$ cat src/rtl/i2c_slave_target.sv
// rtl/i2c_slave_target.sv - I2C target endpoint bridging bus transfers to a local 8-bit register bank
module i2c_slave_target #(
  parameter logic [6:0] SLAVE_ADDR = 7'h50,
  parameter int         NUM_REGS   = 16,
  parameter int         REG_AW     = 4
) (
  input  logic              clk,
  input  logic              reset,
  input  logic              scl_in,
  input  logic              sda_in,
  output logic              sda_oe,
  output logic              reg_wr_en,
  output logic [REG_AW-1:0] reg_addr,
  output logic [7:0]        reg_wdata,
  output logic              reg_rd_req,
  input  logic [7:0]        reg_rdata,
  output logic              busy,
  output logic              stop_det
);

  typedef enum logic [3:0] {
    IDLE, ADDR, ADDR_ACK, REG, REG_ACK, WDATA, WDATA_ACK, RDATA, RDATA_ACK, IGNORE
  } state_t;

  localparam logic [8:0]        NUM_REGS_W = 9'(NUM_REGS);
  localparam logic [REG_AW-1:0] PTR_LAST   = REG_AW'(NUM_REGS - 1);

  state_t      state;
  logic        scl_s1, scl_s2, scl_d;
  logic        sda_s1, sda_s2, sda_d;
  logic [3:0]  bit_cnt;
  logic [7:0]  rx_shift;
  logic [7:0]  tx_shift;
  logic        rw;
  logic        rd_go;
  logic        rd_latch;

  logic             scl_rise, scl_fall, start_cond, stop_cond;
  logic [7:0]       rx_next;
  logic [REG_AW-1:0] ptr_next;

  assign scl_rise   = scl_s2 & ~scl_d;
  assign scl_fall   = ~scl_s2 & scl_d;
  assign start_cond = scl_s2 & scl_d & sda_d & ~sda_s2;
  assign stop_cond  = scl_s2 & scl_d & ~sda_d & sda_s2;
  assign rx_next    = {rx_shift[6:0], sda_s2};
  assign ptr_next   = (reg_addr == PTR_LAST) ? '0 : reg_addr + 1'b1;

  always_ff @(posedge clk or negedge reset) begin
    if (!reset) begin
      state      <= IDLE;
      scl_s1     <= 1'b1;
      scl_s2     <= 1'b1;
      scl_d      <= 1'b1;
      sda_s1     <= 1'b1;
      sda_s2     <= 1'b1;
      sda_d      <= 1'b1;
      bit_cnt    <= '0;
      rx_shift   <= '0;
      tx_shift   <= '0;
      rw         <= 1'b0;
      rd_go      <= 1'b0;
      rd_latch   <= 1'b0;
      sda_oe     <= 1'b0;
      reg_wr_en  <= 1'b0;
      reg_addr   <= '0;
      reg_wdata  <= '0;
      reg_rd_req <= 1'b0;
      busy       <= 1'b0;
      stop_det   <= 1'b0;
    end else begin
      scl_s1     <= scl_in;
      scl_s2     <= scl_s1;
      scl_d      <= scl_s2;
      sda_s1     <= sda_in;
      sda_s2     <= sda_s1;
      sda_d      <= sda_s2;
      reg_wr_en  <= 1'b0;
      stop_det   <= 1'b0;
      // Read pipeline: request one cycle after rd_go, capture rdata the cycle after the request
      reg_rd_req <= rd_go;
      rd_go      <= 1'b0;
      rd_latch   <= reg_rd_req;
      if (rd_latch) tx_shift <= reg_rdata;

      if (stop_cond) begin
        state    <= IDLE;
        busy     <= 1'b0;
        stop_det <= 1'b1;
        sda_oe   <= 1'b0;
        bit_cnt  <= '0;
      end else if (start_cond) begin
        state   <= ADDR;
        busy    <= 1'b1;
        sda_oe  <= 1'b0;
        bit_cnt <= '0;
      end else begin
        case (state)
          ADDR, REG, WDATA: begin
            if (scl_rise && bit_cnt != 4'd8) begin
              rx_shift <= rx_next;
              bit_cnt  <= bit_cnt + 1'b1;
              if (bit_cnt == 4'd7) begin
                if (state == ADDR) begin
                  rw <= sda_s2;
                  if (rx_next[7:1] != SLAVE_ADDR) state <= IGNORE;
                end else if (state == REG) begin
                  if ({1'b0, rx_next} < NUM_REGS_W) reg_addr <= rx_next[REG_AW-1:0];
                  else state <= IGNORE;
                end else begin
                  reg_wr_en <= 1'b1;
                  reg_wdata <= rx_next;
                end
              end
            end else if (scl_fall && bit_cnt == 4'd8) begin
              bit_cnt <= '0;
              sda_oe  <= 1'b1;
              if (state == ADDR) begin
                state <= ADDR_ACK;
                rd_go <= rw;
              end else if (state == REG) begin
                state <= REG_ACK;
              end else begin
                state <= WDATA_ACK;
              end
            end
          end
          ADDR_ACK: begin
            if (scl_fall) begin
              if (rw) begin
                state    <= RDATA;
                sda_oe   <= ~tx_shift[7];
                tx_shift <= {tx_shift[6:0], 1'b0};
                bit_cnt  <= 4'd1;
              end else begin
                state   <= REG;
                sda_oe  <= 1'b0;
                bit_cnt <= '0;
              end
            end
          end
          REG_ACK, WDATA_ACK: begin
            if (scl_fall) begin
              state  <= WDATA;
              sda_oe <= 1'b0;
              if (state == WDATA_ACK) reg_addr <= ptr_next;
            end
          end
          RDATA: begin
            if (scl_fall) begin
              if (bit_cnt == 4'd8) begin
                state   <= RDATA_ACK;
                sda_oe  <= 1'b0;
                bit_cnt <= '0;
              end else begin
                sda_oe   <= ~tx_shift[7];
                tx_shift <= {tx_shift[6:0], 1'b0};
                bit_cnt  <= bit_cnt + 1'b1;
              end
            end
          end
          RDATA_ACK: begin
            // bit_cnt = 1 marks that the master acknowledged and another byte follows
            if (scl_rise) begin
              if (!sda_s2) begin
                reg_addr <= ptr_next;
                rd_go    <= 1'b1;
                bit_cnt  <= 4'd1;
              end else begin
                state <= IGNORE;
              end
            end else if (scl_fall && bit_cnt == 4'd1) begin
              state    <= RDATA;
              sda_oe   <= ~tx_shift[7];
              tx_shift <= {tx_shift[6:0], 1'b0};
            end
          end
          default: sda_oe <= 1'b0;
        endcase
      end
    end
  end

endmodule

$ cat config.mk
export PLATFORM = sky130hd
export DESIGN_NAME = i2c_slave_target
export DESIGN_NICKNAME = d
export VERILOG_FILES = /design/src/rtl/i2c_slave_target.sv
export SDC_FILE = /design/constraint.sdc
export NUM_CORES = 1
export LEC_CHECK = 0
export BUFFER_PORTS_ARGS = -buffer_cell sky130_fd_sc_hd__buf_2
export CORE_MARGIN = 2
export CORE_UTILIZATION = 60
export DETAILED_ROUTE_END_ITERATION = 16
export PLACE_DENSITY = 0.85
export SLEW_MARGIN = 20
export SYNTH_ARGS = -nofsm -noshare
export SYNTH_HDL_FRONTEND = slang
export SYNTH_SLANG_ARGS = --single-unit
$ cat constraint.sdc
create_clock -name clk -period 5.7 [get_ports clk]
set_input_delay 1.14 -clock clk [delete_from_list [all_inputs] [get_ports clk]]
set_output_delay 1.14 -clock clk [all_outputs]
set_load 0.005 [all_outputs]
==> impl_metrics.yaml, run 1 <==
drt:
  drt_first_pass_iters: 5
  detail_route.wl_per_cell_um: 16.90
  wirelength_mm: 6.204
  drt-vias-per-instance: 6.390
  drt_iter0_markers: 283
  top_layer_used: "met4"
  wl_met1_mm: 2.677
  wl_met3_um: 491
  ant_nets: 0
  drc: 0
  dr_wl_met2_mm: 2.909
  vias: 2345
synth:
  syn_area_mm2: 0.002785
  async_reset_ff_frac: 1.000
  synthTopCellsByArea: "dfrtp_1 (39%), mux2_2 (6.1%), nand2_1 (5.8%)"
  synth.largest_area_cell: "dfrtp_1"
  syn_area_per_cell_um2: 9.538
  synthCells: 292
  syn_nets: 308
  ys_ff_latch: 49
  yosys_warnings: 0
  synth.distinct_cells: 55
  ys.flop_type: "dfrtp_1"
  synth_top_area_share: 0.3863
  yosysSeqAreaShare: 0.4429
  synth_edf_count: 0
placed_design:
  placed_cell_area_mm2: 0.002922
  dp_slack_ps: 3257
  place_inst: 359
  portBuffers: 28
  gp_congestion: 0.9652
  dp_hpwl_mm: 4.145
clock_network:
  postCtsHoldBufs: 0
  clkTransAtPathRegs_ps: 100
  cts_setup_buffers: 0
  cts_buffer_depth: 2
  root_buffer: "clkbuf_8"
  insertion_delay_ps: 310
  postCtsResizedCells: 0
  htreeDepth: 2
  cts_sinks: 49
  cts_buffers: 5
  tritoncts: "built"
die:
  die_h_um: 72.13
  core_mm2: 0.004414
  start_util: 0.6310
  die_area_mm2: 0.005203
  die_w_um: 72.13
  ios: 29
  row_count: 24
finish:
  seqCellArea_mm2: 0.001234
  antennaDiodeCount: 0
  fin_cells: 367
  multi_input_area_mm2: 0.001449
  nNetsFinal: 330
  drive_gt1_frac: 0.2127
  area_delta_synth_final_pct: 8.760
  finalInstanceArea_mm2: 0.003029
  fillers: 327
global_route:
  grt_pass1_wl_mm: 10.41
  antenna_found_initial: 0
  grt_overflow: 0
  grt_pass1_vias: 2251
  track_usage: 0.2554
  grt_max_degree: 50
job:
  drv_cap: 0
timing:
  slew_headroom: 0.5017
  min_period_ps: 2543
  final_hold_viol_count: 0
  rsz0062_at_grt: "false"
  drv_slew: 0
  setup_ws_ps: 3157
  fin_crit_sh: 0.4461
  clock_skew_ps: 12.37
  setup_tns_ps: 0
  max_freq_mhz: 393.2
  setup_viol: 0
  worst_pin_slew_ps: 747.5
worst_setup_path:
  crit_buf_inv: 1
  path_delay_family: "simple AND/OR/NAND/NOR gates"
  path_cells: "inv_1 -> ha_1 -> nand3b_1 -> and2_1 -> a2111oi_0 -> o21bai_1 -> nand3b_4 -> mux2_1"
  critPathSlowestCell: "dfrtp_1"
  crit_type: "reg2reg"
  crit_fanout: 12
  crit_path_start_kind: "register"
  cp.required_ps: 5890
  worst_ep_arrival_time_ps: 2740
  endpoint_kind: "register"
  max_stage_delay_ps: 440
pwr:
  ir_worst_vdd_uv: 382.4
  powerDensity_mw_per_mm2: 444.4
  leakagePower_uw: 0.001433
outcome:
  status: "completed"
min_path:
  hold_path_class: "reg2reg"
per-layer routing:
metal  up-vias  global-route usage
met5         -                   0
met4         0              0.1048
met3        18             0.05972
met2       125              0.3853
met1      1116              0.3569
li1       1086                   -
synth_stat cells (2+ instances only):
| cell type | count |
|---|---|
| xor2_1 | 3 |
| dfstp_2 | 6 |
| nand3b_1 | 4 |
| or2_1 | 2 |
| o2bb2ai_1 | 2 |
| a41oi_1 | 2 |
| a21oi_1 | 18 |
| mux2i_1 | 4 |
| clkbuf_1 | 2 |
| o32a_1 | 3 |
| a31oi_1 | 7 |
| and2_1 | 3 |
| nand3_1 | 8 |
| buf_1 | 2 |
| nor3_1 | 6 |
| a2111oi_0 | 2 |
| o32ai_1 | 3 |
| ha_1 | 4 |
| mux2_1 | 10 |
| nor2b_1 | 9 |
| o21ai_1 | 5 |
| inv_1 | 8 |
| or4_1 | 2 |
| nand2b_1 | 6 |
| nand2_1 | 43 |
| o21ai_0 | 14 |
| o22ai_1 | 2 |
| mux2_2 | 15 |
| dfrtp_1 | 43 |
| a22oi_1 | 4 |
| buf_2 | 7 |
| nor2_1 | 20 |
path summary, 6_finish.rpt:
| path | slack (ps) | depth (start not counted) | start | end |
|---|---|---|---|---|
| max in group asynchronous | 4460 | 1 | reset | stop_det |
| worst min register to register | 360 | 0 | rd_go | reg_rd_req |
| worst max-delay path | 3160 | 8 | bit_cnt[0] | state[0] |
| worst max register to register | 3160 | 8 | bit_cnt[0] | state[0] |
| worst min-delay path | 360 | 0 | rd_go | reg_rd_req |
| min in group asynchronous | 840 | 1 | reset | reg_addr[2] |
where the power goes:
group,switching [µW],total (µW),leakage [µW],internal (µW)
registers,136,556,0.000636,420
clock network,121,233,0.0000549,112
logic,304,557,0.000743,253
layout make-up:
cell class / count / share of cell area
Clock inverter: 1 / 0.002891
Tap cell: 52 / 0.02148
Sequential cell: 49 / 0.4073
Multi-Input combinational cell: 221 / 0.4783
Clock buffer: 7 / 0.03180
Timing Repair Buffer: 28 / 0.04709
Inverter: 9 / 0.01115
cells in the final DEF (no fill, tap or decap), drive strengths merged, types with 3 or more instances in the layout:
cell	synthesis	layout
a21oi	18	18
a22oi	4	4
a31oi	7	7
and2	3	3
buf	11	28
clkbuf	2	7
dfrtp	43	43
dfstp	6	6
ha	4	4
inv	9	10
mux2	25	25
mux2i	4	4
nand2	44	44
nand2b	7	7
nand3	8	8
nand3b	5	5
nor2	21	21
nor2b	10	10
nor3	6	6
o21ai	19	19
o32a	3	3
o32ai	3	3
xor2	3	3
worst reg2reg max path, delay by kind of cell, from the launching register on:
| kind | cells | cell delay (ps) |
|---|---|---|
| compound gates | 2 | 590 |
| simple gates | 3 | 830 |
| flops | 1 | 440 |
| fa+ha+maj | 1 | 140 |
| buf+inv | 1 | 100 |
| mux | 1 | 330 |
flip-flops by register name, indices dropped and copies added, names as in the netlist:
name and count:
reg_addr 4, state 4, reg_wr_en 1, stop_det 1, sda_oe 1, reg_rd_req 1, bit_cnt 4, scl_s1 1
busy 1, rw 1, rd_go 1, scl_d 1, sda_s2 1, reg_wdata 8, sda_d 1, scl_s2 1
rd_latch 1, tx_shift 8, sda_s1 1, rx_shift 7
cells by family after synthesis:
logic type      after synthesis  share of synthesized area
compound gates               73                     0.1721
simple gates                112                     0.2053
buf+inv                      22                    0.03684
fa+ha+maj                     4                    0.01797
xor+xnor                      3                   0.009436
mux                          29                     0.1155
flops                        49                     0.4429
through the flow:
| stage | util | power, µW | hold slack (ps) |
|---|---|---|---|
| final | 0.6862 | 1346 | 361.4 |
| after global routing | 0.6862 | 1435 | 365.8 |
| after CTS | 0.6857 | 1330 | 362.7 |
| after detailed placement | 0.6618 | 1093 | 341.3 |
| after global placement | 0.6618 | 1074 | 331.6 |
| after floorplan | - | 958.1 | 331.2 |
No activity file was read; power rests on OpenSTA's default activity.
==> run 2: changes to the inputs <==
- CORE_UTILIZATION: 60 -> 59
- PLACE_DENSITY: 0.85 -> 0.84
- clock period: 5.7 -> 2.4 ns (I/O delays scaled with it)
==> run 2 against run 1 <==
Net effect:
- cell count increased by 3.8%
- global-route usage decreased by 0.078 points
- worst setup slack got worse by 3000 ps
- clock skew decreased by 5.1 ps
- clock-buffer cell count decreased by 2
- design area increased by 3.8%
- largest cell class unchanged
- largest power group unchanged
- first-iteration DRC count decreased by 6.7%
- clock power increased to 2.6 times the previous value
- register-to-register slack got worse by 3000 ps
==> impl_metrics.yaml, run 2 (same netlist as run 1, synthesis figures left out) <==
outcome:
  status: "completed"
pwr:
  pwr-share-comb: 0.436
  power_switching_uw: 1341
  power_uw: 3331
  ir_worst_vdd_uv: 736.7
  p_clk_frac: 0.184
  seqPwrFrac: 0.380
  swShare: 0.4027
  powerDensity_mw_per_mm2: 1059
  p_int_uw: 1990
  leakagePower_uw: 0.001501
placed_design:
  placed_cell_area_mm2: 0.003027
  gp_congestion: 1.060
  dp_hpwl_mm: 4.491
  place_inst: 373
  portBuffers: 28
global_route:
  grt_max_degree: 21
  antenna_found_initial: 0
  track_usage: 0.2546
  grt_overflow: 0
  grt_pass1_vias: 2253
  grt_pass1_wl_mm: 10.57
worst_setup_path:
  endpoint_kind: "register"
  worst_ep_arrival_time_ps: 2400
  path_cells: "inv_1 -> ha_1 -> nand3b_1 -> and2_1 -> a2111oi_1 -> o21bai_1 -> nand3b_4 -> mux2_1"
  max_stage_delay_ps: 440
  crit_buf_inv: 1
  path_delay_family: "compound AO/OA/AOI/OAI gates"
  crit_path_start_kind: "register"
  critPathSlowestCell: "dfrtp_1"
  worst-path-stages: 8
  crit_type: "reg2reg"
  cp.required_ps: 2590
  crit_fanout: 5
  reg2reg_depth: 8
die:
  row_count: 24
  die_w_um: 72.71
  start_util: 0.6267
  ios: 29
  core_mm2: 0.004444
  die_h_um: 72.71
  die_area_mm2: 0.005286
finish:
  seqCellArea_mm2: 0.001234
  drive_gt1_frac: 0.2462
  final_cell_mix: "nand2_1 (43), dfrtp_1 (43), buf_2 (28)"
  reg_top3: "reg_wdata x8, tx_shift x8, rx_shift x7"
  nNetsFinal: 344
  fin_cells: 381
  finalInstanceArea_mm2: 0.003146
  antennaDiodeCount: 0
  multi_input_area_mm2: 0.001450
  fillers: 330
  area_delta_synth_final_pct: 12.94
job:
  drv_cap: 0
timing:
  rsz0062_at_grt: "false"
  slew_headroom: 0.6211
  setup_tns_ps: 0
  whs_ps: 53.52
  min_period_ps: 2214
  worst_pin_slew_ps: 568.4
  fin_crit_sh: 0.9227
  final_hold_viol_count: 0
  setup_viol: 0
  drv_slew: 0
  max_freq_mhz: 451.6
  clock_skew_ps: 7.278
clock_network:
  clkTransAtPathRegs_ps: 100
  htreeDepth: 2
  cts_sinks: 49
  insertion_delay_ps: 300
  postCtsHoldBufs: 0
  tritoncts: "built"
  cts_buffers: 5
  root_buffer: "clkbuf_8"
  cts_buffer_depth: 2
drt:
  drt-vias-per-instance: 6.194
  drt_iter0_markers: 264
  drc: 0
  drt_first_pass_iters: 5
  detail_route.wl_per_cell_um: 16.39
  wirelength_mm: 6.243
  vias: 2360
  ant_nets: 0
min_path:
  hold_path_class: "in2async"
[run 2: cell types whose count changed in the layout (fill, tap and decap cells not counted)]
cell and change:
clkbuf_8 -2, a2111oi_0 -1, buf_4 +13, buf_2 +1, clkinvlp_4 +1, bufinv_16 +1, a2111oi_1 +1, inv_8 +1
inv_6 -1
[run 2: layout make-up]
type | instances | area share
inverter | 9 | 0.01074
sequential | 49 | 0.3922
tap | 52 | 0.02068
multi-input combinational | 221 | 0.4610
timing repair buffer | 42 | 0.07796
clock buffer | 5 | 0.02188
clock inverter | 3 | 0.01551
[run 2: through the flow]
step           setup slack [ps]  utilization
2_1_floorplan             351.1            -
3_3_place_gp              314.8       0.6810
3_5_place_dp              214.9       0.6810
4_1_cts                   211.8       0.7075
5_1_grt                   11.21       0.7078
6_report                  185.5       0.7078
[run 2: what timing repair did]
item                                    4_1_cts  5_1_grt
setup buffers                                 0        0
hold endpoints to repair                      0        0
endpoints found under the setup margin        0        3
resized for setup                             0        1
[run 2: final timing paths]
kind                            start   endpoint  slack [ps]
setup / recovery           bit_cnt[0]   state[0]         190
hold / removal                  reset  reg_wr_en          50
setup reg to reg           bit_cnt[0]   state[0]         190
hold reg to reg                scl_s1     scl_s2         360
max in group asynchronous       reset      scl_d        1720
min in group clk               sda_in     sda_s1         270
[run 2: power groups by stage]
stage,Combinational (µW),Clock (µW),Sequential [µW]
5_1_grt,1600,648,1300
6_report,1450,614,1260
4_1_cts,1420,620,1260
3_3_place_gp,1400,0,1260
3_5_place_dp,1410,0,1270
2_1_floorplan,1130,0,1150
[run 2: metal layers]
layer	wire length (µm)	track usage	up-vias
li1	-	-	1111
met5	0	0	-
met3	366	0.04006	13
met4	87	0.07613	0
met1	2767	0.3685	1132
met2	3021	0.3990	104
